`src/rtl/pc_sequencer.sv`:
```
// pc_sequencer: owns the program counter and sequences instruction fetch.
//
// Each FETCH cycle the next PC is chosen in priority order: halt, redirect
// (jump / relative branch / call / return), stall, accepted fetch
// (increment), otherwise hold. Calls and returns go through a small circular
// return-address stack.
//
// Ports:
//   clock           rising-edge clock
//   reset_n         asynchronous active-low reset
//   imem_req        fetch request valid (FETCH state and not stalled)
//   imem_addr       fetch address, equal to the current PC
//   imem_ready      instruction memory accepts the request this cycle
//   stall           hold PC and suppress new requests
//   redirect_valid  change of flow this cycle
//   redirect_kind   00 jump, 01 relative branch, 10 call, 11 return
//   redirect_target absolute target, or signed offset for a branch
//   halt            stop fetching until reset
//   pc_out          address of the fetch accepted in the previous cycle
//   pc_valid        one-cycle pulse qualifying pc_out
//   ras_overflow    sticky: a call overwrote the oldest RAS entry
//   ras_underflow   sticky: a return popped an empty RAS

module pc_sequencer #(
    parameter int unsigned              ADDR_W     = 12,
    parameter logic [ADDR_W-1:0]        RESET_ADDR = '0,
    parameter int unsigned              RAS_DEPTH  = 4
) (
    input  logic              clock,
    input  logic              reset_n,
    output logic              imem_req,
    output logic [ADDR_W-1:0] imem_addr,
    input  logic              imem_ready,
    input  logic              stall,
    input  logic              redirect_valid,
    input  logic [1:0]        redirect_kind,
    input  logic [ADDR_W-1:0] redirect_target,
    input  logic              halt,
    output logic [ADDR_W-1:0] pc_out,
    output logic              pc_valid,
    output logic              ras_overflow,
    output logic              ras_underflow
);

    localparam int unsigned SP_W  = (RAS_DEPTH > 1) ? $clog2(RAS_DEPTH) : 1;
    localparam int unsigned CNT_W = $clog2(RAS_DEPTH + 1);

    localparam logic [1:0] KIND_JUMP   = 2'b00;
    localparam logic [1:0] KIND_BRANCH = 2'b01;
    localparam logic [1:0] KIND_CALL   = 2'b10;
    localparam logic [1:0] KIND_RETURN = 2'b11;

    typedef enum logic [1:0] {
        ST_IDLE   = 2'd0,
        ST_FETCH  = 2'd1,
        ST_HALTED = 2'd2
    } state_t;

    // Registered state
    state_t              r_state;
    logic [ADDR_W-1:0]   r_pc;
    logic [ADDR_W-1:0]   r_pc_out;
    logic                r_pc_valid;
    logic                r_ras_overflow;
    logic                r_ras_underflow;
    logic [ADDR_W-1:0]   r_ras [RAS_DEPTH];
    logic [SP_W-1:0]     r_sp;     // next slot to write; top of stack is r_sp-1
    logic [CNT_W-1:0]    r_cnt;    // number of live entries, saturates at RAS_DEPTH

    // Next-state values
    state_t              w_state_nxt;
    logic [ADDR_W-1:0]   w_pc_nxt;
    logic [ADDR_W-1:0]   w_pc_out_nxt;
    logic                w_pc_valid_nxt;
    logic                w_ras_overflow_nxt;
    logic                w_ras_underflow_nxt;
    logic [SP_W-1:0]     w_sp_nxt;
    logic [CNT_W-1:0]    w_cnt_nxt;
    logic                w_push;

    // Helpers
    logic                w_accept;
    logic [ADDR_W-1:0]   w_pc_inc;
    logic [SP_W-1:0]     w_sp_dec;
    logic                w_ras_full;
    logic                w_ras_empty;

    // Fetch handshake; address is the PC register itself so it is stable while waiting
    assign imem_req   = (r_state == ST_FETCH) && !stall;
    assign imem_addr  = r_pc;
    assign w_accept   = imem_req && imem_ready;

    assign w_pc_inc    = r_pc + ADDR_W'(1);
    assign w_sp_dec    = r_sp - SP_W'(1);
    assign w_ras_full  = (r_cnt == CNT_W'(RAS_DEPTH));
    assign w_ras_empty = (r_cnt == CNT_W'(0));

    assign pc_out        = r_pc_out;
    assign pc_valid      = r_pc_valid;
    assign ras_overflow  = r_ras_overflow;
    assign ras_underflow = r_ras_underflow;

    // State, PC and flag registers
    always_ff @(posedge clock or negedge reset_n) begin
        if (!reset_n) begin
            r_state         <= ST_IDLE;
            r_pc            <= RESET_ADDR;
            r_pc_out        <= RESET_ADDR;
            r_pc_valid      <= 1'b0;
            r_ras_overflow  <= 1'b0;
            r_ras_underflow <= 1'b0;
            r_sp            <= '0;
            r_cnt           <= '0;
        end else begin
            r_state         <= w_state_nxt;
            r_pc            <= w_pc_nxt;
            r_pc_out        <= w_pc_out_nxt;
            r_pc_valid      <= w_pc_valid_nxt;
            r_ras_overflow  <= w_ras_overflow_nxt;
            r_ras_underflow <= w_ras_underflow_nxt;
            r_sp            <= w_sp_nxt;
            r_cnt           <= w_cnt_nxt;
        end
    end

    // Return-address storage; a push when full lands on the oldest entry
    always_ff @(posedge clock or negedge reset_n) begin
        if (!reset_n) begin
            for (int i = 0; i < int'(RAS_DEPTH); i++) begin
                r_ras[i] <= RESET_ADDR;
            end
        end else if (w_push) begin
            r_ras[r_sp] <= w_pc_inc;
        end
    end

    // Next-state and next-PC selection
    always_comb begin
        w_state_nxt         = r_state;
        w_pc_nxt            = r_pc;
        w_pc_out_nxt        = r_pc_out;
        w_pc_valid_nxt      = 1'b0;
        w_ras_overflow_nxt  = r_ras_overflow;
        w_ras_underflow_nxt = r_ras_underflow;
        w_sp_nxt            = r_sp;
        w_cnt_nxt           = r_cnt;
        w_push              = 1'b0;

        unique case (r_state)
            ST_IDLE: begin
                w_state_nxt = ST_FETCH;
            end

            ST_FETCH: begin
                if (halt) begin
                    // Any same-cycle accept is squashed: no pc_valid
                    w_state_nxt = ST_HALTED;
                end else if (redirect_valid) begin
                    // Redirect wins over stall and squashes any accept
                    unique case (redirect_kind)
                        KIND_JUMP: begin
                            w_pc_nxt = redirect_target;
                        end
                        KIND_BRANCH: begin
                            w_pc_nxt = r_pc + redirect_target;
                        end
                        KIND_CALL: begin
                            w_push   = 1'b1;
                            w_sp_nxt = r_sp + SP_W'(1);
                            w_pc_nxt = redirect_target;
                            if (w_ras_full) begin
                                w_ras_overflow_nxt = 1'b1;
                            end else begin
                                w_cnt_nxt = r_cnt + CNT_W'(1);
                            end
                        end
                        KIND_RETURN: begin
                            if (w_ras_empty) begin
                                w_pc_nxt            = RESET_ADDR;
                                w_ras_underflow_nxt = 1'b1;
                            end else begin
                                w_pc_nxt  = r_ras[w_sp_dec];
                                w_sp_nxt  = w_sp_dec;
                                w_cnt_nxt = r_cnt - CNT_W'(1);
                            end
                        end
                        default: begin
                            w_pc_nxt = r_pc;
                        end
                    endcase
                end else if (stall) begin
                    w_pc_nxt = r_pc;
                end else if (w_accept) begin
                    w_pc_nxt       = w_pc_inc;
                    w_pc_out_nxt   = r_pc;
                    w_pc_valid_nxt = 1'b1;
                end
            end

            ST_HALTED: begin
                w_state_nxt = ST_HALTED;
            end

            default: begin
                w_state_nxt = ST_IDLE;
            end
        endcase
    end

endmodule
```
`config.mk`:
```
export PLATFORM = sky130hd
export DESIGN_NAME = pc_sequencer
export DESIGN_NICKNAME = d
export VERILOG_FILES = /design/src/rtl/pc_sequencer.sv
export SDC_FILE = /design/constraint.sdc
export NUM_CORES = 1
export LEC_CHECK = 0
export ABC_CLOCK_PERIOD_IN_PS = 6600
export BUFFER_PORTS_ARGS = -buffer_cell sky130_fd_sc_hd__buf_2
export CAP_MARGIN = 20
export CORE_UTILIZATION = 54
export DETAILED_ROUTE_END_ITERATION = 12
export PLACE_DENSITY = 0.74
export SYNTH_ARGS = -nofsm -noshare
export SYNTH_HDL_FRONTEND = slang
export SYNTH_SLANG_ARGS = --single-unit
```
`constraint.sdc`:
```
create_clock -name clock -period 6.6 [get_ports clock]
set_clock_uncertainty 0.1 [all_clocks]
set_input_delay 1.32 -clock clock [delete_from_list [all_inputs] [get_ports clock]]
set_output_delay 1.32 -clock clock [all_outputs]
set_load 0.05 [all_outputs]
```
==> results by group <==
Power
  • Pint: 1.06 mW
  • Peak VDD IR: 0.143 mV
  • Register share of total power: 0.397
  • Lkg Pwr: 2.40 nW
  • Clock share of power: 0.175
  • Psw: 0.835 mW
  • Switching share of power: 0.441
  • Pwr dens: 373 mW/mm²
  • Comb power frac: 0.428

Global routing
  • First-pass GRT wire length: 17.5 mm
  • Largest net degree at the start of global routing: 83
  • GR Overflow Total: 0
  • Initial antenna violation count: 0
  • Vias in the first global route: 3,351
  • GRT Resource Usage Total: 0.266

Detailed routing
  • WL/cell: 18.8 µm
  • 1st-iter DRT viols: 284
  • Routed vias: 3,705
  • DR pass1 iterations: 7
  • Number of vias per cell: 6.25
  • Drt total wl: 11.2 mm
  • DRC: 0
  • Number of routed nets with antenna violations: 0

Clock tree
  • Root Buffer: clkbuf_8
  • H-tree levels: 3
  • Clock-pin slew on the worst setup and hold paths: 0.08 ns
  • CTS Hold Bufs: 0
  • Worst-skew pair later-pin latency: 0.36 ns
  • Cts bufs inserted: 9
  • # Post-CTS Setup Buffers: 0
  • CTS tree: yes
  • Clock Path Buffers: 2
  • CTS resizes: 0
  • CTS Sinks: 82

Min path
  • Hold Path Sink: r_ras[18]
  • Hold crit path type: reg2reg
  • Start point of the worst hold path: r_ras[18]
  • Hold depth: 2

Critical path
  • CP endpoint kind: output port
  • Critical path arrival: 1.79 ns
  • Crit path required time: 5.18 ns
  • CP Class: in2out
  • Startpoint types: primary input
  • R2R Path End: imem_addr[7]
  • Reg2Reg Launch Point: r_sp[0]
  • Critical Path Fanout Max: 3
  • Worst R2R Setup Slack: 3.61 ns
  • Worst r2r path cells: 6

Floorplanning
  • IO Pins: 48
  • Die Y: 94.2 µm
  • FP Rows: 33
  • Starting density of the core: 0.558
  • Die Area: 0.00887 mm²
  • Core Area: 0.00822 mm²
  • Die X: 94.2 µm

Final layout
  • Layout cell share with drive strength beyond 1: 0.180
  • Design area: 0.00507 mm²
  • Multi-input gate area: 0.00237 mm²
  • P&R area growth vs syn: 10.4%
  • Fillers: 694
  • Fin nets: 523
  • Reg area: 0.00205 mm²
  • Number of diodes: 0

STA
  • Crit share post-route: 0.486
  • Unrepaired setup endpoints after global routing: false
  • Final Hold Viols: 0
  • Final setup TNS: 0 ns
  • Slew margin rel.: 0.338
  • Endpoints failing setup: 0
  • Final critical-path required period: 3.21 ns
  • Slew @ Worst Pin: 0.990 ns
  • Highest clock rate: 0.312 GHz
  • Slew Limit Fails: 0

Synthesis
  • Syn avg cell area: 10.3 µm²
  • Cells after Synth: 445
  • Seq/Total Area, Yosys: 0.447
  • EDFF count, synth: 0
  • Yosys reg bits: 82
  • Synth unique cells: 59
  • FFs w/ async S/R, synth: 1.00
  • Net Count, Synth: 485
  • Synth warn: 0
  • Mapped cell area: 0.00459 mm²
  • Top FF cell, synth: dfrtp_1

Place
  • IO Port Bufs: 47
  • Hpwl dp: 7.82 mm
  • DP Area: 0.00487 mm²
  • GPL Wtd Cong: 0.885

Run status
  • Status: finished, final reports clean

Run
  • Max-cap violations: 0
power by group through the flow:
stage | sequential, mW | combinational [mW] | clock (mW)
5_1_grt | 0.765 | 0.882 | 0.362
3_3_place_gp | 0.749 | 0.778 | 0
6_report | 0.750 | 0.810 | 0.331
4_1_cts | 0.749 | 0.805 | 0.336
3_5_place_dp | 0.759 | 0.802 | 0
2_1_floorplan | 0.861 | 0.474 | 0
critical path, stage by stage:
cell and delay (ns):
buf_2 0.11, nor2b_1 0.09, buf_2 0.26
routing by layer:
metal  GRT usage  share of wire
met1       0.357           0.44
met2       0.438           0.48
met3      0.0437          0.064
met4      0.0846          0.018
met5           0              0
cells by family (layout without fill, tap and decap cells):
| logic type | count (synthesis) | count (layout) | synth area share |
|---|---|---|---|
| fa+ha+maj | 20 | 20 | 0.0578 |
| mux | 31 | 31 | 0.114 |
| buf+inv | 39 | 82 | 0.0360 |
| simple gates | 134 | 134 | 0.143 |
| compound gates | 124 | 124 | 0.174 |
| flops | 82 | 82 | 0.447 |
| xor+xnor | 15 | 15 | 0.0286 |
metrics by stage:
stage	cells	util	hold slack, ns	power, mW	setup WS [ns]
final	593	0.617	0.382	1.89	3.39
after global routing	593	0.617	0.398	2.01	3.35
after CTS	592	0.613	0.382	1.89	3.40
after detailed placement	576	0.592	0.364	1.56	3.30
after global placement	575	0.591	0.354	1.53	3.30
after floorplan	445	-	0.342	1.34	3.17
worst max path at each step:
stage,from,to,slack (ns),cells past startpoint
floorplan,stall,imem_req,3.17,1
global placement,redirect_valid,imem_addr[7],3.30,6
detailed placement,redirect_target[0],imem_addr[6],3.30,9
CTS,stall,imem_req,3.40,3
global route,stall,imem_req,3.35,3
finish,stall,imem_req,3.39,3
Yosys cell counts, types with 3 or more instances:
library cell | n | area [µm²]
a211oi_1 | 5 | 37.5
a21o_1 | 4 | 30.0
a21oi_1 | 14 | 70.1
a221oi_1 | 8 | 70.1
a31oi_1 | 3 | 18.8
and3_1 | 3 | 18.8
and4_1 | 3 | 26.3
buf_2 | 9 | 45.0
clkbuf_1 | 12 | 45.0
dfrtp_1 | 82 | 2050
ha_1 | 18 | 225
inv_1 | 16 | 60.1
mux2_2 | 16 | 180
mux2i_1 | 3 | 30.0
mux4_1 | 11 | 289
nand2_1 | 61 | 229
nand2b_1 | 4 | 25.0
nand3_1 | 18 | 90.1
nand4_1 | 4 | 25.0
nor2_1 | 18 | 67.6
nor2b_1 | 5 | 31.3
nor3_1 | 6 | 30.0
o21ai_0 | 61 | 305
or4_1 | 3 | 22.5
xnor2_1 | 10 | 87.6
xor2_1 | 5 | 43.8
cell usage in the layout (no fill, tap or decap), types with 3 or more instances in the layout:
cell      netlist  final
nand4_1         4      4
o21ai_0        61     61
buf_2           9     46
buf_4           0      3
a211oi_1        5      5
xor2_1          5      5
nor2_1         18     18
nand3_1        18     18
xnor2_1        10     10
and4_1          3      3
clkbuf_8        0     10
or4_1           3      3
dfrtp_1        82     82
inv_1          16     16
a31oi_1         3      3
a21oi_1        14     14
nand2_1        61     61
nor3_1          6      6
ha_1           18     18
and3_1          3      3
nor2b_1         5      5
mux2i_1         3      3
nand2b_1        4      4
mux4_1         11     11
a21o_1          4      4
a221oi_1        8      8
mux2_2         16     16
sequential cells by signal (all words and copies together) (netlist names):
name           cells
pc_out            12
pc_valid           1
r_cnt              3
r_ras             48
r_state            2
r_sp               2
ras_overflow       1
ras_underflow      1
imem_addr         12
final cells by class:
| cell class | count | area share |
|---|---|---|
| multi-input cells | 324 | 0.468 |
| flip-flops and latches | 82 | 0.405 |
| repair buffers | 50 | 0.0553 |
| clock buffers | 12 | 0.0286 |
| well taps | 105 | 0.0259 |
| inverters | 16 | 0.0119 |
| clock inverters | 4 | 0.00519 |
Note: power is estimated with default switching activity, not from simulation.
